File: src/rtl/instr_dispatch.sv
`timescale 1ns/1ps
// -----------------------------------------------------------------------------
// instr_dispatch
//
// Instruction front-end for the matrix coprocessor. Instruction words arrive
// from the HPS bridge over a valid/ready handshake and are buffered in a small
// FIFO. Each legal instruction is issued to the control unit as a one-cycle
// start pulse with stable opcode/size/scalar fields. The block then waits for
// the control unit to go busy and come back idle before issuing the next one.
// Completion count and sticky overflow / illegal-opcode flags are kept for HPS
// readback.
//
// Optional feature macro: DISPATCH_WDT_EN
//   When defined, a watchdog counts cycles spent in ACK and WAIT (restarting
//   on entry to each). Reaching WDT_CYCLES abandons the op, returns to IDLE
//   and raises the sticky err_timeout output. When undefined there is no
//   counter and no err_timeout port.
//
// Parameters:
//   DEPTH       FIFO entries (power of two, >= 2)
//   WDT_CYCLES  watchdog limit in cycles (only with DISPATCH_WDT_EN)
//
// Ports:
//   clk          system clock
//   rst          synchronous active-high reset
//   instr_data   instruction word: [2:0] opcode, [4:3] size, [12:5] scalar
//   instr_valid  instr_data valid
//   instr_ready  FIFO can accept (not full)
//   cu_ready     control unit idle/finished (level)
//   cu_overflow  control unit overflow, sampled at completion
//   clr_flags    clears sticky flags (a same-cycle set wins)
//   start        one-cycle issue pulse
//   op_code      issued opcode
//   mat_size     matrix size code (0=2x2 .. 3=5x5)
//   scalar       signed scalar operand
//   busy         FSM not idle or FIFO non-empty
//   fifo_count   entries held
//   err_illegal  sticky: an opcode-7 word was dropped
//   ovf_sticky   sticky: a completed op reported overflow
//   done_count   completed ops, wraps at 16 bits
//   err_timeout  sticky watchdog flag (DISPATCH_WDT_EN only)
// -----------------------------------------------------------------------------
module instr_dispatch #(
  parameter int DEPTH      = 4,
  parameter int WDT_CYCLES = 65535
) (
  input  logic                   clk,
  input  logic                   rst,
  input  logic [31:0]            instr_data,
  input  logic                   instr_valid,
  output logic                   instr_ready,
  input  logic                   cu_ready,
  input  logic                   cu_overflow,
  input  logic                   clr_flags,
  output logic                   start,
  output logic [2:0]             op_code,
  output logic [1:0]             mat_size,
  output logic [7:0]             scalar,
  output logic                   busy,
  output logic [$clog2(DEPTH):0] fifo_count,
  output logic                   err_illegal,
  output logic                   ovf_sticky,
  output logic [15:0]            done_count
`ifdef DISPATCH_WDT_EN
  ,
  output logic                   err_timeout
`endif
);

  localparam int AW = $clog2(DEPTH);
  localparam int CW = AW + 1;
  localparam int EW = 13;               // only bits [12:0] carry meaning
  localparam logic [2:0] OP_ILLEGAL = 3'd7;

  // ---------------------------------------------------------------------------
  // FIFO
  // ---------------------------------------------------------------------------
  logic [EW-1:0]    mem_reg [DEPTH];
  logic [AW-1:0]    wr_ptr_reg;
  logic [AW-1:0]    rd_ptr_reg;
  logic [CW-1:0]    count_reg;
  logic [DEPTH-1:0] wr_en;
  logic [EW-1:0]    head;
  logic             fifo_full;
  logic             fifo_empty;
  logic             push;
  logic             pop;

  assign fifo_full  = (count_reg == CW'(DEPTH));
  assign fifo_empty = (count_reg == '0);
  // Full is taken from the registered count, so a push never bypasses a
  // same-cycle pop when the FIFO is full.
  assign push       = instr_valid && !fifo_full;

  generate
    for (genvar gi = 0; gi < DEPTH; gi++) begin : g_wr_en
      assign wr_en[gi] = push && (wr_ptr_reg == AW'(gi));
    end
  endgenerate

  // Storage needs no reset: entries are only read while count_reg says valid.
  always_ff @(posedge clk) begin
    for (int i = 0; i < DEPTH; i++) begin
      if (wr_en[i]) begin
        mem_reg[i] <= instr_data[EW-1:0];
      end
    end
  end

  always_ff @(posedge clk) begin
    if (rst) begin
      wr_ptr_reg <= '0;
      rd_ptr_reg <= '0;
      count_reg  <= '0;
    end else begin
      if (push) begin
        wr_ptr_reg <= wr_ptr_reg + 1'b1;
      end
      if (pop) begin
        rd_ptr_reg <= rd_ptr_reg + 1'b1;
      end
      case ({push, pop})
        2'b10:   count_reg <= count_reg + 1'b1;
        2'b01:   count_reg <= count_reg - 1'b1;
        default: count_reg <= count_reg;
      endcase
    end
  end

  // Head is read combinationally so IDLE can pop and load the operand
  // registers on the very next edge after a word lands in an empty FIFO.
  assign head = mem_reg[rd_ptr_reg];

  // ---------------------------------------------------------------------------
  // Dispatch FSM
  // ---------------------------------------------------------------------------
  typedef enum logic [1:0] {
    ST_IDLE,
    ST_ISSUE,
    ST_ACK,
    ST_WAIT
  } state_t;

  state_t state_reg;
  state_t state_next;
  logic   load;
  logic   set_illegal;
  logic   complete;
  logic   wdt_clear;

`ifdef DISPATCH_WDT_EN
  localparam int WW = (WDT_CYCLES > 1) ? $clog2(WDT_CYCLES + 1) : 1;
  logic [WW-1:0] wdt_reg;
  logic          wdt_hit;
  logic          timeout;
  logic          err_timeout_reg;

  assign wdt_hit = (wdt_reg == WW'(WDT_CYCLES - 1));
`endif

  always_ff @(posedge clk) begin
    if (rst) begin
      state_reg <= ST_IDLE;
    end else begin
      state_reg <= state_next;
    end
  end

  always_comb begin
    state_next  = state_reg;
    pop         = 1'b0;
    load        = 1'b0;
    set_illegal = 1'b0;
    complete    = 1'b0;
    wdt_clear   = 1'b0;
`ifdef DISPATCH_WDT_EN
    timeout     = 1'b0;
`endif
    case (state_reg)
      ST_IDLE: begin
        if (!fifo_empty) begin
          pop = 1'b1;
          // An illegal word is consumed in place; IDLE retries next cycle.
          if (head[2:0] == OP_ILLEGAL) begin
            set_illegal = 1'b1;
          end else begin
            load       = 1'b1;
            state_next = ST_ISSUE;
          end
        end
      end
      ST_ISSUE: begin
        state_next = ST_ACK;
        wdt_clear  = 1'b1;
      end
      ST_ACK: begin
        // The control unit must first show it has taken the op (ready low).
        if (!cu_ready) begin
          state_next = ST_WAIT;
          wdt_clear  = 1'b1;
        end
`ifdef DISPATCH_WDT_EN
        else if (wdt_hit) begin
          timeout    = 1'b1;
          state_next = ST_IDLE;
        end
`endif
      end
      ST_WAIT: begin
        if (cu_ready) begin
          complete   = 1'b1;
          state_next = ST_IDLE;
        end
`ifdef DISPATCH_WDT_EN
        else if (wdt_hit) begin
          timeout    = 1'b1;
          state_next = ST_IDLE;
        end
`endif
      end
      default: state_next = ST_IDLE;
    endcase
  end

  // ---------------------------------------------------------------------------
  // Operand registers, counters and sticky flags
  // ---------------------------------------------------------------------------
  logic [2:0]  op_code_reg;
  logic [1:0]  mat_size_reg;
  logic [7:0]  scalar_reg;
  logic [15:0] done_count_reg;
  logic        err_illegal_reg;
  logic        ovf_sticky_reg;

  always_ff @(posedge clk) begin
    if (rst) begin
      op_code_reg  <= '0;
      mat_size_reg <= '0;
      scalar_reg   <= '0;
    end else if (load) begin
      op_code_reg  <= head[2:0];
      mat_size_reg <= head[4:3];
      scalar_reg   <= head[12:5];
    end
  end

  always_ff @(posedge clk) begin
    if (rst) begin
      done_count_reg  <= '0;
      err_illegal_reg <= 1'b0;
      ovf_sticky_reg  <= 1'b0;
    end else begin
      if (complete) begin
        done_count_reg <= done_count_reg + 16'd1;
      end
      // Set terms are OR-ed after the clear so a same-cycle set survives.
      err_illegal_reg <= set_illegal | (err_illegal_reg & ~clr_flags);
      ovf_sticky_reg  <= (complete & cu_overflow) | (ovf_sticky_reg & ~clr_flags);
    end
  end

`ifdef DISPATCH_WDT_EN
  always_ff @(posedge clk) begin
    if (rst) begin
      wdt_reg         <= '0;
      err_timeout_reg <= 1'b0;
    end else begin
      if (wdt_clear) begin
        wdt_reg <= '0;
      end else if (state_reg == ST_ACK || state_reg == ST_WAIT) begin
        wdt_reg <= wdt_reg + 1'b1;
      end
      err_timeout_reg <= timeout | (err_timeout_reg & ~clr_flags);
    end
  end

  assign err_timeout = err_timeout_reg;

  logic unused_bits;
  assign unused_bits = ^instr_data[31:EW];
`else
  logic        unused_bits;
  logic [31:0] unused_wdt_cfg;
  assign unused_bits    = ^{instr_data[31:EW], wdt_clear};
  assign unused_wdt_cfg = WDT_CYCLES;
`endif

  // ---------------------------------------------------------------------------
  // Outputs
  // ---------------------------------------------------------------------------
  assign instr_ready = !fifo_full;
  assign start       = (state_reg == ST_ISSUE);
  assign op_code     = op_code_reg;
  assign mat_size    = mat_size_reg;
  assign scalar      = scalar_reg;
  assign busy        = (state_reg != ST_IDLE) || !fifo_empty;
  assign fifo_count  = count_reg;
  assign err_illegal = err_illegal_reg;
  assign ovf_sticky  = ovf_sticky_reg;
  assign done_count  = done_count_reg;

endmodule

File: config.mk
export PLATFORM = sky130hd
export DESIGN_NAME = instr_dispatch
export DESIGN_NICKNAME = d
export VERILOG_FILES = /design/src/rtl/instr_dispatch.sv
export SDC_FILE = /design/constraint.sdc
export NUM_CORES = 1
export LEC_CHECK = 0
export ABC_AREA = 1
export BUFFER_PORTS_ARGS = -buffer_cell sky130_fd_sc_hd__buf_2
export CORE_MARGIN = 1
export CORE_UTILIZATION = 45
export DETAILED_ROUTE_END_ITERATION = 12
export HOLD_SLACK_MARGIN = 0.1
export PLACE_DENSITY_LB_ADDON = 0.12
export SYNTH_ARGS = -nofsm -noshare
export SYNTH_HDL_FRONTEND = slang
export SYNTH_SLANG_ARGS = --single-unit
File: constraint.sdc
create_clock -name clk -period 2.75 [get_ports clk]
set_input_delay 0.55 -clock clk [delete_from_list [all_inputs] [get_ports clk]]
set_output_delay 0.55 -clock clk [all_outputs]
set_load 0.02 [all_outputs]
==> metrics.cfg <==
[status]
status=finished, final reports clean

[logic_synthesis]
synth.net_count=471
yosysTopAreaCell=edfxtp_1
syn-instance-count=422
syn_avg_cell_area_um2=9.452
netlist_area_um2=3989
ys_seq_area_frac=0.6023
yosys-top-cells-area=edfxtp_1 (39%), dfxtp_1 (21%), nand2_1 (6.6%), nor2_1 (6.5%), o21ai_0 (4.4%)
async_reset_ff_frac=0
synth_cell_types=28
yosys.cell_count.top_type=nand2_1
yosys-top-cells-count=nand2_1 (70), nor2_1 (69), edfxtp_1 (52), dfxtp_1 (42), inv_1 (39)
synth_edf_count=52
synth_flop_cell=edfxtp_1
synth_top_area_frac=0.3915
yosysWarnings=0
synth-seq-cells=94

[die]
die_area_um2=9245
io_pins=75
die_x_um=96.15
coreArea_um2=8382
start_util=0.4759
std_cell_rows=33
die_y_um=96.15

[clock_tree]
cts_sinks=94
cts.clk_slew.worst_paths_ns=0.11
postCtsSetupBuffers=0
worstSkewPairLatency_ns=0.37
cts_buffers=9
cts_resized=0
tritoncts=done
clockBufferDepth=2
htreeDepth=3
cts_root_buffer=clkbuf_8
hold_buffers=0

[drt]
wirelength_mm=7.968
viasPerCell=5.020
drc=0
wl_per_cell_um=13.46
vias=2972
drt_iter0_drc=123
antenna_left=0
firstDrtPassIters=4

[worst_setup_path]
crit_arrival_ns=2.26
worst_r2r_endpoint=fifo_count[2]
cpMostUsedCell=inv_1
r2r_setup_slack_ns=0.75
slowest_delay_ns=0.37
startpoint_type=flop
worst_setup_path_end_kind=flop
r2r-start=state_reg[0]
worstRegToRegCells=11
critPathBufInv=3
cpMaxStageDelayCell=fa_1
crit_type=flop to flop
critPathTopFamily=adder cells
crit_chain=inv_1 -> ha_1 -> inv_1 -> nor2_2 -> ha_1 -> inv_1 -> fa_1 -> a21oi_1 -> o21ai_0 -> o21ai_0 -> a21oi_1
crit_fanout=3
required_ns=3.01

[pwr]
power.leakage_nw=1.859
p_total_mw=4.156
power_density_nw_per_um2=906.8
vdd_drop_max_uv=516.7

[grt]
globalRouteTotalUtil=0.1873
grt_use_met1=0.2253
busiest_layer=met2
grt_pass1_wl_mm=12.72
grt_pass1_vias=2673
antenna_found_initial=0
gr-usage-met2=0.3203
grt_max_degree=28
overflow=0
met3_usage=0.04660

[sta]
timing.final.crit_share=0.7267
rsz0062_at_grt=false
fmax_mhz=500.4
hold_viol=0
fin_ws_ns=0.7516
worst_slew_margin_rel=0.7089
setup_tns_ns=0
slew_violations=0
worstMarginPinSlew_ns=0.4361
setup_viol=0
min_period_ns=1.998
fin_skew_ns=0.01838

[final_layout]
multiInputGateArea_um2=1344
fillers=780
largest_reg_flops=52
nets=531
utilization=0.5468
antennaDiodeCount=0
final-seq-area_um2=2402
drive_gt1_frac=0.1766
syn2layout_area_growth_pct=14.90

[worst_hold_path]
hp-start=instr_data[10]
hold_depth=1
holdPathEnd=mem_reg[1][10]
hold_class=input pin to flop

[run]
drv_cap=0

[placed_design]
dp_slack_ns=0.6493
post-dp-hpwl_mm=5.562
gp_congestion=0.8288
port_buffers=55

-- kinds of logic after synthesis --
family / count (synthesis) / synth area share
DFF: 94 / 0.6023
xor gates and xnor gates: 3 / 0.006588
buffers and inverters: 57 / 0.06085
and+or+nand+nor: 184 / 0.1967
adders and majority gates: 11 / 0.03639
AOI/OAI and AO/OA: 73 / 0.09724
-- per-layer routing --
layer / wire (um) / part of all wire / up-vias
li1: - / - / 1525
met1: 3530 / 0.44 / 1381
met2: 4024 / 0.51 / 58
met3: 333 / 0.042 / 8
met4: 80 / 0.010 / 0
met5: 0 / 0 / -
-- worst register-to-register path: stages, from the launching register on --
cell and delay (ns):
dfxtp_1 0.34, inv_1 0.10, ha_1 0.20, inv_1 0.08
nor2_2 0.14, ha_1 0.15, inv_1 0.07, fa_1 0.37
a21oi_1 0.14, o21ai_0 0.11, o21ai_0 0.16, a21oi_1 0.05
-- per-stage QoR --
step	hold slack, ns	cells	instance area, um2
2_1_floorplan	0.4362	422	3989
3_3_place_gp	0.4429	576	4383
3_5_place_dp	0.4484	576	4383
4_1_cts	0.3691	592	4583
5_1_grt	0.3689	592	4583
6_report	0.3859	592	4583
-- cell usage in the layout (no fill, tap or decap), drive strengths merged, types with 2 or more instances in the layout --
cell    count
inv        47
ha         10
buf        64
o21a        3
nand4       5
nand3b     10
xnor2       2
nor3        8
dfxtp      42
a21oi      24
nand2      72
edfxtp     52
o22ai      10
o21ai      35
nand3      17
nor2       71
clkbuf      9
clkinv      2
-- where the power goes --
part,leakage (nW),switching (mW),internal [mW],total (mW)
clock,0.103,0.555,0.365,0.921
combinational,0.936,0.948,0.482,1.43
sequential,0.820,0.0992,1.71,1.81
-- area by class of cell --
cell class | count | share of cell area
flip-flops and latches | 94 | 0.5242
well taps | 105 | 0.02867
inverters | 42 | 0.03549
repair buffers | 64 | 0.07480
clock inverters | 7 | 0.01665
multi-input cells | 271 | 0.2932
clock buffers | 9 | 0.02703
-- worst max path at each step --
stage,depth (start not counted),slack (ns),to,start
global route,11,0.48,fifo_count[2],state_reg[0]
CTS,11,0.73,fifo_count[2],state_reg[0]
global placement,9,0.68,fifo_count[2],instr_valid
detailed placement,9,0.65,fifo_count[2],instr_valid
floorplan,12,0.52,fifo_count[2],state_reg[0]
finish,11,0.75,fifo_count[2],state_reg[0]
(Power assumes the default switching activity.)
